## config.mk

```make
export PLATFORM = sky130hd
export DESIGN_NAME = cpu_reg_file
export DESIGN_NICKNAME = d
export VERILOG_FILES = /design/src/rtl/cpu_reg_pkg.sv /design/src/rtl/reg_next_logic.sv /design/src/rtl/cpu_reg_file.sv
export SDC_FILE = /design/constraint.sdc
export NUM_CORES = 1
export LEC_CHECK = 0
export CAP_MARGIN = 20
export CORE_MARGIN = 2
export CORE_UTILIZATION = 48
export DETAILED_ROUTE_END_ITERATION = 7
export PLACE_DENSITY = 0.85
export SLEW_MARGIN = 40
export SYNTH_ARGS = -nofsm -noshare
export SYNTH_HDL_FRONTEND = slang
export SYNTH_SLANG_ARGS = --single-unit
export TNS_END_PERCENT = 20
```

## constraint.sdc

```tcl
create_clock -name clk -period 2.65 [get_ports clk]
set_clock_uncertainty 0.15 [all_clocks]
set_input_delay 0.53 -clock clk [delete_from_list [all_inputs] [get_ports clk]]
set_output_delay 0.53 -clock clk [all_outputs]
set_load 0.03 [all_outputs]
```

## src/rtl/cpu_reg_pkg.sv

```systemverilog
// cpu_reg_pkg: shared types and constants for the CPU register bank.
//   reg_op_t    - register operation selected by the control unit
//   REG_*       - register indices of the 6502 bank (A, X, Y, S)
//   SRC_*       - write-data source indices (ALU result, memory read)
package cpu_reg_pkg;

  typedef enum logic [1:0] {
    OP_LOAD = 2'd0,
    OP_INC  = 2'd1,
    OP_DEC  = 2'd2,
    OP_HOLD = 2'd3
  } reg_op_t;

  localparam int REG_A = 0;
  localparam int REG_X = 1;
  localparam int REG_Y = 2;
  localparam int REG_S = 3;

  localparam int SRC_ALU = 0;
  localparam int SRC_MEM = 1;

endpackage

```

## src/rtl/reg_next_logic.sv

```systemverilog
// reg_next_logic: combinational next-value computation for one register.
// Ports:
//   cur_val  in  WIDTH  current contents of the target register
//   src_val  in  WIDTH  already-selected write-source data
//   op       in  reg_op_t operation
//   next_val out WIDTH  value to commit
//   wrap     out 1      INC from all-ones or DEC from zero
module reg_next_logic
  import cpu_reg_pkg::*;
#(
  parameter int WIDTH = 8
) (
  input  logic [WIDTH-1:0] cur_val,
  input  logic [WIDTH-1:0] src_val,
  input  reg_op_t          op,
  output logic [WIDTH-1:0] next_val,
  output logic             wrap
);

  always_comb begin
    next_val = cur_val;
    wrap     = 1'b0;
    case (op)
      OP_LOAD: next_val = src_val;
      OP_INC: begin
        next_val = cur_val + WIDTH'(1);
        wrap     = &cur_val;
      end
      OP_DEC: begin
        next_val = cur_val - WIDTH'(1);
        wrap     = (cur_val == '0);
      end
      default: begin
        next_val = cur_val;
        wrap     = 1'b0;
      end
    endcase
  end

endmodule

```

## src/rtl/cpu_reg_file.sv

```systemverilog
// cpu_reg_file: NREG x WIDTH CPU register bank with selectable write source,
// in-place increment/decrement, two combinational read ports and registered
// Z/N/wrap status of the last committed write.
// Ports:
//   clk, reset_n         clock, asynchronous active-low reset
//   cpu_en               clock enable; nothing changes while low
//   wd [NSRC*WIDTH]      write data, source k at [k*WIDTH +: WIDTH]
//   wd_src               write-source select (out of range -> source 0)
//   wr_idx, write, op    target register, write request, reg_op_t
//   rd_idx0/1, rd_data0/1 asynchronous read ports (out of range -> 0)
//   flag_z, flag_n, wrap status of the last committed value
module cpu_reg_file
  import cpu_reg_pkg::*;
#(
  parameter int               WIDTH  = 8,
  parameter int               NREG   = 4,
  parameter int               NSRC   = 2,
  parameter int               SP_IDX = 3,
  parameter logic [WIDTH-1:0] SP_RST = 8'hFD,
  localparam int              SW     = (NSRC > 1) ? $clog2(NSRC) : 1,
  localparam int              IW     = (NREG > 1) ? $clog2(NREG) : 1
) (
  input  logic                  clk,
  input  logic                  reset_n,
  input  logic                  cpu_en,
  input  logic [NSRC*WIDTH-1:0] wd,
  input  logic [SW-1:0]         wd_src,
  input  logic [IW-1:0]         wr_idx,
  input  logic                  write,
  input  logic [1:0]            op,
  input  logic [IW-1:0]         rd_idx0,
  input  logic [IW-1:0]         rd_idx1,
  output logic [WIDTH-1:0]      rd_data0,
  output logic [WIDTH-1:0]      rd_data1,
  output logic                  flag_z,
  output logic                  flag_n,
  output logic                  wrap
);

  logic [WIDTH-1:0] regs [NREG];
  logic [WIDTH-1:0] cur_val;
  logic [WIDTH-1:0] src_val;
  logic [WIDTH-1:0] next_val;
  logic             next_wrap;
  logic             wr_in_range;
  logic             commit;
  reg_op_t          op_e;

  assign op_e = reg_op_t'(op);

  // Target register lookup; an index past NREG matches nothing, which
  // both blocks the commit and leaves cur_val at a harmless zero.
  always_comb begin
    cur_val     = '0;
    wr_in_range = 1'b0;
    for (int i = 0; i < NREG; i++) begin
      if (wr_idx == IW'(i)) begin
        cur_val     = regs[i];
        wr_in_range = 1'b1;
      end
    end
  end

  // Source select: defaults to source 0 so an unused select code
  // falls back to the ALU result.
  always_comb begin
    src_val = wd[0 +: WIDTH];
    for (int k = 1; k < NSRC; k++) begin
      if (wd_src == SW'(k)) src_val = wd[k*WIDTH +: WIDTH];
    end
  end

  reg_next_logic #(.WIDTH(WIDTH)) u_next (
    .cur_val  (cur_val),
    .src_val  (src_val),
    .op       (op_e),
    .next_val (next_val),
    .wrap     (next_wrap)
  );

  assign commit = cpu_en & write & wr_in_range & (op_e != OP_HOLD);

  always_ff @(posedge clk or negedge reset_n) begin
    if (!reset_n) begin
      for (int i = 0; i < NREG; i++) begin
        regs[i] <= (i == SP_IDX) ? SP_RST : '0;
      end
      flag_z <= 1'b0;
      flag_n <= 1'b0;
      wrap   <= 1'b0;
    end else if (commit) begin
      for (int i = 0; i < NREG; i++) begin
        if (wr_idx == IW'(i)) regs[i] <= next_val;
      end
      flag_z <= (next_val == '0);
      flag_n <= next_val[WIDTH-1];
      wrap   <= next_wrap;
    end
  end

  // Read ports see stored state only: a read of the register being
  // written returns the old value until after the edge.
  always_comb begin
    rd_data0 = '0;
    rd_data1 = '0;
    for (int i = 0; i < NREG; i++) begin
      if (rd_idx0 == IW'(i)) rd_data0 = regs[i];
      if (rd_idx1 == IW'(i)) rd_data1 = regs[i];
    end
  end

endmodule

```

# After elaboration in Yosys (flattened, before gate mapping)
# Index checks and enable logic that the tools add are counted.
dict set report totals {
  ff_bits 35
  in_bits 29
  out_inout_bits 19
  elab_cells 54
}
dict set report classes {
  n_addsub 2
  n_eq_ne 12
  muxes 19
  bitwise_logic 3
  n_reduce_logical 11
}
# operator count
set ops {}
lappend ops {{8-bit two-way mux} 13}
lappend ops {{8-bit case mux with 3 select lines} 1}
lappend ops {{8-bit logical NOT} 2}
lappend ops {{2-bit equality test (second input constant)} 7}
lappend ops {{8-bit by 1-bit adder with 8-bit output (second input constant)} 1}
lappend ops {{2-bit by 1-bit equality test with 1-bit output (second input constant)} 4}
lappend ops {{2-bit logical NOT} 4}
lappend ops {{2-bit AND reduction} 4}
lappend ops {{8-bit AND reduction} 1}
lappend ops {{8-bit by 1-bit subtractor with 8-bit output (second input constant)} 1}
lappend ops {{1-bit two-way mux} 4}
lappend ops {{1-bit bitwise AND} 3}
lappend ops {{2-bit != test (second input constant)} 1}
lappend ops {{1-bit case mux with 2 select lines} 1}

# Logic depth before layout (Yosys ltp)
# Gate-level depths: netlist of run 1.
dict set report logic_depth {
  depth_word 8
  depth_mapped 11
  ltp_nobuf 10
}

# Cells and area by module
# From an unflattened synthesis of run 1, not the netlist that was laid out.
dict set report unflattened {
  cells_unflattened 235
  area_unflattened_um2 2827.7
}
# mod n_inst cells_each area_each_um2 seq_area_each_um2
set by_module_without_submodules {}
lappend by_module_without_submodules {cpu_reg_file 1 124 2105.8 884.6}
lappend by_module_without_submodules {reg_next_logic 1 111 721.9 0.0}

# Worst setup path after synthesis of run 1
# OpenSTA, ideal clock, no wires.
dict set report synth_timing {
  path_type {input to register}
  start {input port wr_idx[1]}
  end {register flag_z}
  setup_time_ns 0.092
  arrival_time_ns 3.156
  required_ns 2.408
  path_slack_ns -0.748
  cell_stages 9
  n_path_buf 2
  path_cell_list {buf_2 buf_1 mux4_1 ha_1 mux2_2 a221oi_1 a31o_2 or4b_4 o31ai_2}
}
dict set report synth_via {
  elab_chain_cells 8
  elab_cells_between_ends 18
  cone_classes {add/sub: 2; eq/ne: 3; mux: 9; bitwise: 2; reduce/logical: 2}
}
# element line_no
set synth_rtl {}
lappend synth_rtl {{start: declaration} cpu_reg_file.sv:28} ;# input logic [IW-1:0] wr_idx,
lappend synth_rtl {{2-bit logical NOT} cpu_reg_file.sv:57} ;# if (wr_idx == IW'(i)) begin
lappend synth_rtl {{8-bit two-way mux (4 in series)} cpu_reg_file.sv:57}
lappend synth_rtl {{8-bit by 1-bit subtractor with 8-bit output or 8-bit by 1-bit adder with 8-bit output (tied branches)} {reg_next_logic.sv:30, reg_next_logic.sv:26}}
lappend synth_rtl {{8-bit case mux with 3 select lines} reg_next_logic.sv:23} ;# case (op)
lappend synth_rtl {{8-bit logical NOT} cpu_reg_file.sv:95} ;# flag_z <= (next_val == '0);
lappend synth_rtl {{end signal: assignment} cpu_reg_file.sv:95}
lappend synth_rtl {{end: declaration} cpu_reg_file.sv:35} ;# output logic flag_z,
# Several ways; a longest one is shown, not always the timed one.
# A chain may end at the register's enable or synchronous reset.

# Worst setup path in the final report of run 1
dict set report layout_timing {
  start {input port wr_idx[0]}
  end {register flag_z}
}
# Same word-level chain as after synthesis.

==> results of run 1 <==
synthesized netlist by cell type (6+ instances only):
master and n:
mux2_2 32, dfrtp_1 28, mux4_2 21, nor2_1 15, nand2_1 12, ha_1 10
inv_1 9, mux2i_1 8, o21ai_0 8, dfstp_2 7, clkbuf_1 6
layer usage:
layer	routed length [um]	vias to the layer above
li1	-	1161
met1	3450	1306
met3	627	32
met4	374	0
met2	4630	129
met5	0	-
timing repair:
item	in CTS	in global routing
endpoints found under the setup margin	47	41
cloned	1	0
buffers inserted	7	3
resized for setup	94	15
pin swaps	15	11
worst max-delay path by stage:
stage                          to  slack (ps)      start
2_1_floorplan  flag_z$_DFFE_PN0P_        -520  wr_idx[0]
3_3_place_gp   flag_z$_DFFE_PN0P_       -1020  wr_idx[0]
3_5_place_dp   flag_z$_DFFE_PN0P_       -1080  wr_idx[0]
4_1_cts        flag_z$_DFFE_PN0P_        -360  wr_idx[0]
5_1_grt        flag_z$_DFFE_PN0P_        -430  wr_idx[0]
6_report       flag_z$_DFFE_PN0P_        -360  wr_idx[0]
area by class of cell:
cell class / count / area share
timing repair buffer: 148 / 0.303
inverter: 9 / 0.00768
multi-input combinational: 168 / 0.447
sequential: 35 / 0.201
tap: 72 / 0.0205
clock inverter: 1 / 0.00114
clock buffer: 7 / 0.0196
worst max-delay path, cell delays in order:
cell     delay (ps)
buf_12           90
buf_12          110
mux4_2          580
inv_2            90
fa_2            230
nor2b_4          60
o31a_1          290
buf_4           140
o21ai_2         130
a31o_2          170
or4b_4          460
o31ai_2         170
report_power, final:
| group | switching, mW | internal [mW] |
|---|---|---|
| logic | 1.30 | 1.55 |
| clock network | 0.185 | 0.210 |
| registers | 0.157 | 0.796 |
state kept, by name, indices dropped and copies added (netlist names):
signal	count
regs	32
flag_n	1
flag_z	1
wrap	1
kinds of logic after synthesis:
logic type / count (synthesis) / share of synthesized area
AOI/OAI and AO/OA: 38 / 0.106
xor gates and xnor gates: 2 / 0.00648
adders and majority gates: 11 / 0.0537
buffers and inverters: 21 / 0.0375
DFF: 35 / 0.327
muxes: 64 / 0.367
and+or+nand+nor: 53 / 0.103
placed cells by master, fill, tap and decap left out, types with 6 or more instances in the layout:
master / synthesis / final
buf_4: 0 / 92
clkbuf_8: 0 / 6
clkdlybuf4s15_2: 0 / 14
clkdlybuf4s50_1: 0 / 27
dfrtp_1: 28 / 28
dfstp_2: 7 / 7
ha_4: 0 / 7
inv_1: 9 / 6
mux2_2: 32 / 22
mux2_4: 0 / 10
mux2i_1: 8 / 8
mux4_2: 21 / 23
nand2_1: 12 / 12
nor2_1: 15 / 14
==> reports/results.txt, run 1 <==
Ports -> 48
Post-synth EDFFs -> 0
Max clock buf depth -> 2
H-tree Lvls -> 2
FF/Latch Area -> 885 um^2
Crit path capture type -> flop
Reg2reg setup slack -> -300 ps
Number of detailed-route iterations in the first pass -> 4
Die Y -> 79.1 um
Ant diodes -> 0
Worst slew pin tran -> 519 ps
Hold Crit Depth -> 2
Met3 GRT Util -> 0.0523
Synth-to-Final Area Change -> 62.7%
Core Rows -> 27
TritonCTS clock tree -> done
WP data arrival -> 3060 ps
RR Startpoint -> regs[18]$_DFFE_PN0P_
Post-synth ARST share -> 1.00
Crit-path max FO -> 5
GR Util met1 -> 0.355
Initial antenna violation count -> 0
FILL cells -> 335
Nets -> 407
Hpwl dp -> 6420 um
Reg2Reg Depth -> 8
Core Footprint -> 5470 um^2
Vias -> 2628
Post-route DRC -> 0
Total gr overflow -> 0
Synth area leader -> dfrtp_1
Max-cap violations -> 0
Final Cycle Share -> 1.14
RePlAce Congestion -> 0.940
Cells after synthesis -> 224
Share of cells above drive strength 1 -> 0.622
Crit path time final -> 3010 ps
Mean post-synth cell area -> 12.1 um^2
Hold Path Origin -> wrap$_DFFE_PN0P_
Rel. slew slack -> 0.650
Final setup violating endpoints -> 30
First-pass GRT wire length -> 14300 um
Clock Latency Late Sink -> 280 ps
Max VDD drop -> 0.000586 V
Routed WL per cell -> 20.6 um
Synthesized area -> 2700 um^2
Max Slew Vio Count -> 0
Setup ws final -> -363 ps
Port-buffer cells -> 47
Total Wirelength -> 9080 um
Post-Syn Nets -> 264
Hold Violations, Final -> 0
Total GRT Usage -> 0.301
Cell area power density -> 955 nW/um^2
Hold EP -> wrap$_DFFE_PN0P_
Post-DP Area -> 3990 um^2
CTS buffer count -> 5
Failing checks -> setup timing
Die area -> 6250 um^2
Dominant synthesized flop cell -> dfrtp_1
Area occupied by multi-input gates -> 1970 um^2
Cts hold-fix bufs -> 0
Share of the core filled with cells -> 0.804
Seq/Total Area, Yosys -> 0.327
Leak -> 1.91 nW
Largest net degree at the start of global routing -> 36
Antenna Violating Nets Remaining -> 0
WS Path Type -> in2reg
Top cell type's share of synthesized area -> 0.259
Flops & latches, synth -> 35
Non-filler cells, final -> 440
Setup TNS -> -3610 ps
GRT busiest layer -> met2
Min-Delay Path Class -> reg2reg
Via density -> 5.97
DP Worst Slack -> -1080 ps
DRT iter0 DRCs -> 96
Die width -> 79.1 um
Worst hold slack -> 359 ps
F_max -> 0.332 GHz
Root buf cell -> clkbuf_8
Fin area -> 4400 um^2
GRT met2 Usage -> 0.549
Vias in the first global route -> 2776
Yosys warnings -> 0
RSZ-0062 raised after global routing -> true
Status -> finished with violations
Clk pin slew, worst setup/hold paths -> 70 ps
CTS sink count -> 35
Crit Reg-Reg Endpoint -> flag_z$_DFFE_PN0P_
CP startpoint kind -> input port
Starting Density -> 0.494
Design Power -> 4.20 mW
Placed insts -> 421
Synth unique cells -> 52
Worst path required time -> 2700 ps
Largest cells by area after synthesis -> dfrtp_1, mux4_2, mux2_2
No activity file was read; power rests on OpenSTA's default activity.
==> inputs of run 2 (changes only) <==
--- a/config.mk
+++ b/config.mk
@@ -7,11 +7,11 @@
 export LEC_CHECK = 0
 export CAP_MARGIN = 20
 export CORE_MARGIN = 2
-export CORE_UTILIZATION = 48
+export CORE_UTILIZATION = 49
 export DETAILED_ROUTE_END_ITERATION = 7
-export PLACE_DENSITY = 0.85
+export PLACE_DENSITY = 0.86
 export SLEW_MARGIN = 40
 export SYNTH_ARGS = -nofsm -noshare
 export SYNTH_HDL_FRONTEND = slang
+export SYNTH_HIERARCHICAL = 1
 export SYNTH_SLANG_ARGS = --single-unit
-export TNS_END_PERCENT = 20
==> run 2 against run 1 <==
  * The run still ends with setup timing left
  * Combinational power rose by 2%
  * Final area fell by 1.7%
  * Synthesized area rose by 4.6%
  * Clock-buffer cell count fell by 1
  * Maximum frequency fell by 8.5%
  * Die area rose by 2.3%
==> reports/results.txt, run 2 <==
DP Worst Slack -> -1480 ps (-399 ps)
WS Path Type -> reg2reg
Failing checks -> setup timing
Die width -> 80.0 um (+1.2%)
Reg2reg setup slack -> -640 ps (-340 ps)
Cell Int Power -> 2.50 mW (-2.1%)
Via density -> 6.27 (+5.0%)
Clock power frac -> 0.091 (-0.003)
Commonest cells post-synth -> mux2_2, dfrtp_1, mux4_2
Share of the core filled with cells -> 0.781 (-0.0234)
Top cell type's share of synthesized area -> 0.248 (-0.0114)
Min-Delay Path Class -> reg2reg
Max reg flops -> 32 (unchanged)
Most common cell after layout, fill and taps aside -> buf_4
Most flops, register -> regs
Ant diodes -> 0 (unchanged)
Core Footprint -> 5540 um^2 (+1.2%)
Status -> finished with violations
Worst hold slack -> 373 ps (+13.9 ps)
Fin area -> 4330 um^2 (-1.7%)
Total gr overflow -> 0 (unchanged)
Seq/Total Area, Yosys -> 0.313 (-0.0143)
Die Y -> 80.0 um (+1.2%)
Combinational share of power -> 0.677 (-0.002)
Hpwl dp -> 6290 um (-2.2%)
Post-Syn Nets -> 271 (+2.7%)
Core Rows -> 27 (unchanged)
Nets -> 407 (unchanged)
Routed WL per cell -> 22.1 um (+7.0%)
RR Startpoint -> regs[9]$_DFFE_PN0P_
Hold Violations, Final -> 0 (unchanged)
Synth-to-Final Area Change -> 53.0%
Post-synth EDFFs -> 0 (unchanged)
Most frequent cells in the layout -> buf_4, mux2_2, dfrtp_1, clkdlybuf4s50_1, mux4_2
Design Power -> 4.31 mW (+2.5%)
Starting Density -> 0.510 (+0.0163)
Max VDD drop -> 0.000687 V (+17%)
Rel. slew slack -> 0.685 (+0.0353)
First-pass GRT wire length -> 14500 um (+1.7%)
Largest net degree at the start of global routing -> 36 (unchanged)
F_max -> 0.304 GHz (-8.5%)
Die area -> 6390 um^2 (+2.3%)
Seq pwr share -> 0.232 (+0.005)
H-tree Lvls -> 2 (unchanged)
Hold Path Origin -> flag_n$_DFFE_PN0P_
Crit path time final -> 3290 ps (+278 ps)
DRT iter0 DRCs -> 227 (+140%)
Sw frac -> 0.418 (+0.0271)
Worst path required time -> 2730 ps (+30 ps)
Final setup violating endpoints -> 25 (-17%)
Clk pin slew, worst setup/hold paths -> 80 ps (about the same)
Synth unique cells -> 48 (-7.7%)
Synth area leader -> dfrtp_1
RePlAce Congestion -> 0.922 (-1.9%)
Total GRT Usage -> 0.301 (about the same)
Vias -> 2784 (+5.9%)
Port-buffer cells -> 47 (unchanged)
Critical path endpoint -> flag_z$_DFFE_PN0P_
CP startpoint -> regs[9]$_DFFE_PN0P_
Mean post-synth cell area -> 12.0 um^2 (-0.31%)
Ports -> 48 (unchanged)
Initial antenna violation count -> 0 (unchanged)
Cell area power density -> 995 nW/um^2 (+4.3%)
Root buf cell -> clkbuf_8
Share of cells above drive strength 1 -> 0.632 (+0.00944)
Setup ws final -> -641 ps (-278 ps)
Max Slew Vio Count -> 0 (unchanged)
Final Cycle Share -> 1.24 (+0.105)
Crit Reg-Reg Endpoint -> flag_z$_DFFE_PN0P_
Crit-path max FO -> 5 (unchanged)
RSZ-0062 raised after global routing -> true
Synthesized area -> 2830 um^2 (+4.6%)
Flops & latches, synth -> 35 (unchanged)
Vias in the first global route -> 2901 (+4.5%)
Max-cap violations -> 0 (unchanged)
Top-count cell post-synth -> mux2_2
CP startpoint kind -> flop
Number of detailed-route iterations in the first pass -> 5 (+1)
Crit path capture type -> flop
CTS sink count -> 35 (unchanged)
Post-synth ARST share -> 1.00 (unchanged)
Antenna Violating Nets Remaining -> 0 (unchanged)
Cells after synthesis -> 235 (+4.9%)
Total Wirelength -> 9800 um (+8.0%)
Clock Latency Late Sink -> 300 ps (+20 ps)
Yosys warnings -> 6 (+6)
TritonCTS clock tree -> done
Post-route DRC -> 0 (unchanged)
CTS buffer count -> 5 (unchanged)
Worst slew pin tran -> 472 ps (-47.4 ps)
Cts hold-fix bufs -> 0 (unchanged)
Max clock buf depth -> 2 (unchanged)
Dominant synthesized flop cell -> dfrtp_1
Psw -> 1.80 mW (+9.6%)
Largest cells by area after synthesis -> dfrtp_1, mux2_2, mux4_2
Leak -> 1.92 nW (+0.39%)
WP data arrival -> 3370 ps (+310 ps)
Post-DP Area -> 4010 um^2 (+0.34%)
Reg2Reg Depth -> 12 (+4)
[run 2: cell types whose count changed after synthesis, sizes merged, moves of 4 or more]
| cell | delta |
|---|---|
| mux2 | +13 |
| mux2i | -8 |
| buf | +6 |
| a21oi | +4 |
| nor2 | -4 |
| xor2 | +4 |
[run 2: repair_timing]
action	in CTS	in global routing
resized for setup	130	21
setup buffers	15	2
gates cloned	1	0
endpoints found under the setup margin	51	26
pin swaps	16	17
[run 2: cell type report]
class	instances	area (um^2)
multi-input cells	173	2000
repair buffers	147	1230
fillers	328	1210
flip-flops and latches	35	885
well taps	72	90.1
clock buffers	6	72.6
inverters	9	33.8
clock inverters	2	12.5
[run 2: cell families (layout without fill, tap and decap cells)]
logic type	after synthesis	after routing	synth area share
adders and majority gates	7	7	0.0310
DFF	35	35	0.313
and+or+nand+nor	51	51	0.113
AOI/OAI and AO/OA	39	39	0.0951
xor gates and xnor gates	7	7	0.0217
muxes	69	69	0.381
buffers and inverters	27	164	0.0456
[run 2: metal layers]
metal  track usage  part of all wire  vias to the layer above
li1              -                 -                     1182
met1         0.358              0.36                     1388
met2         0.530              0.53                      169
met3        0.0509             0.064                       45
met4         0.137             0.041                        0
met5             0                 0                        -
[run 2: worst min path at each step]
stage / cells past startpoint / endpoint
floorplan: 0 / flag_n$_DFFE_PN0P_
global placement: 1 / wrap$_DFFE_PN0P_
detailed placement: 1 / flag_n$_DFFE_PN0P_
CTS: 1 / flag_n$_DFFE_PN0P_
global route: 1 / flag_n$_DFFE_PN0P_
finish: 1 / flag_n$_DFFE_PN0P_
[run 2: worst max-delay path, cell delays in order, from the launching register on]
cell and delay, ps:
dfrtp_1 400, mux4_2 530, buf_6 150, buf_6 120, nand4b_1 90, o22ai_2 130
and4bb_1 240, nor3_2 200, mux2_1 340, a221o_1 360, nor4_2 280, nand4b_1 120
o21ai_1 100
[run 2: per-stage QoR]
step,TNS (ps),std cells
after floorplan,-10260,235
after global placement,-36640,420
after detailed placement,-41530,420
after CTS,-9290,443
after global routing,-12400,444
final,-10350,444
[run 2: power by group through the flow]
| stage | combinational [mW] | sequential [mW] | clock (mW) |
|---|---|---|---|
| after floorplan | 1.34 | 0.973 | 0 |
| after global placement | 2.42 | 0.949 | 0 |
| after detailed placement | 2.52 | 0.969 | 0 |
| after CTS | 2.67 | 0.970 | 0.392 |
| after global routing | 3.05 | 1.01 | 0.414 |
| final | 2.91 | 0.998 | 0.394 |
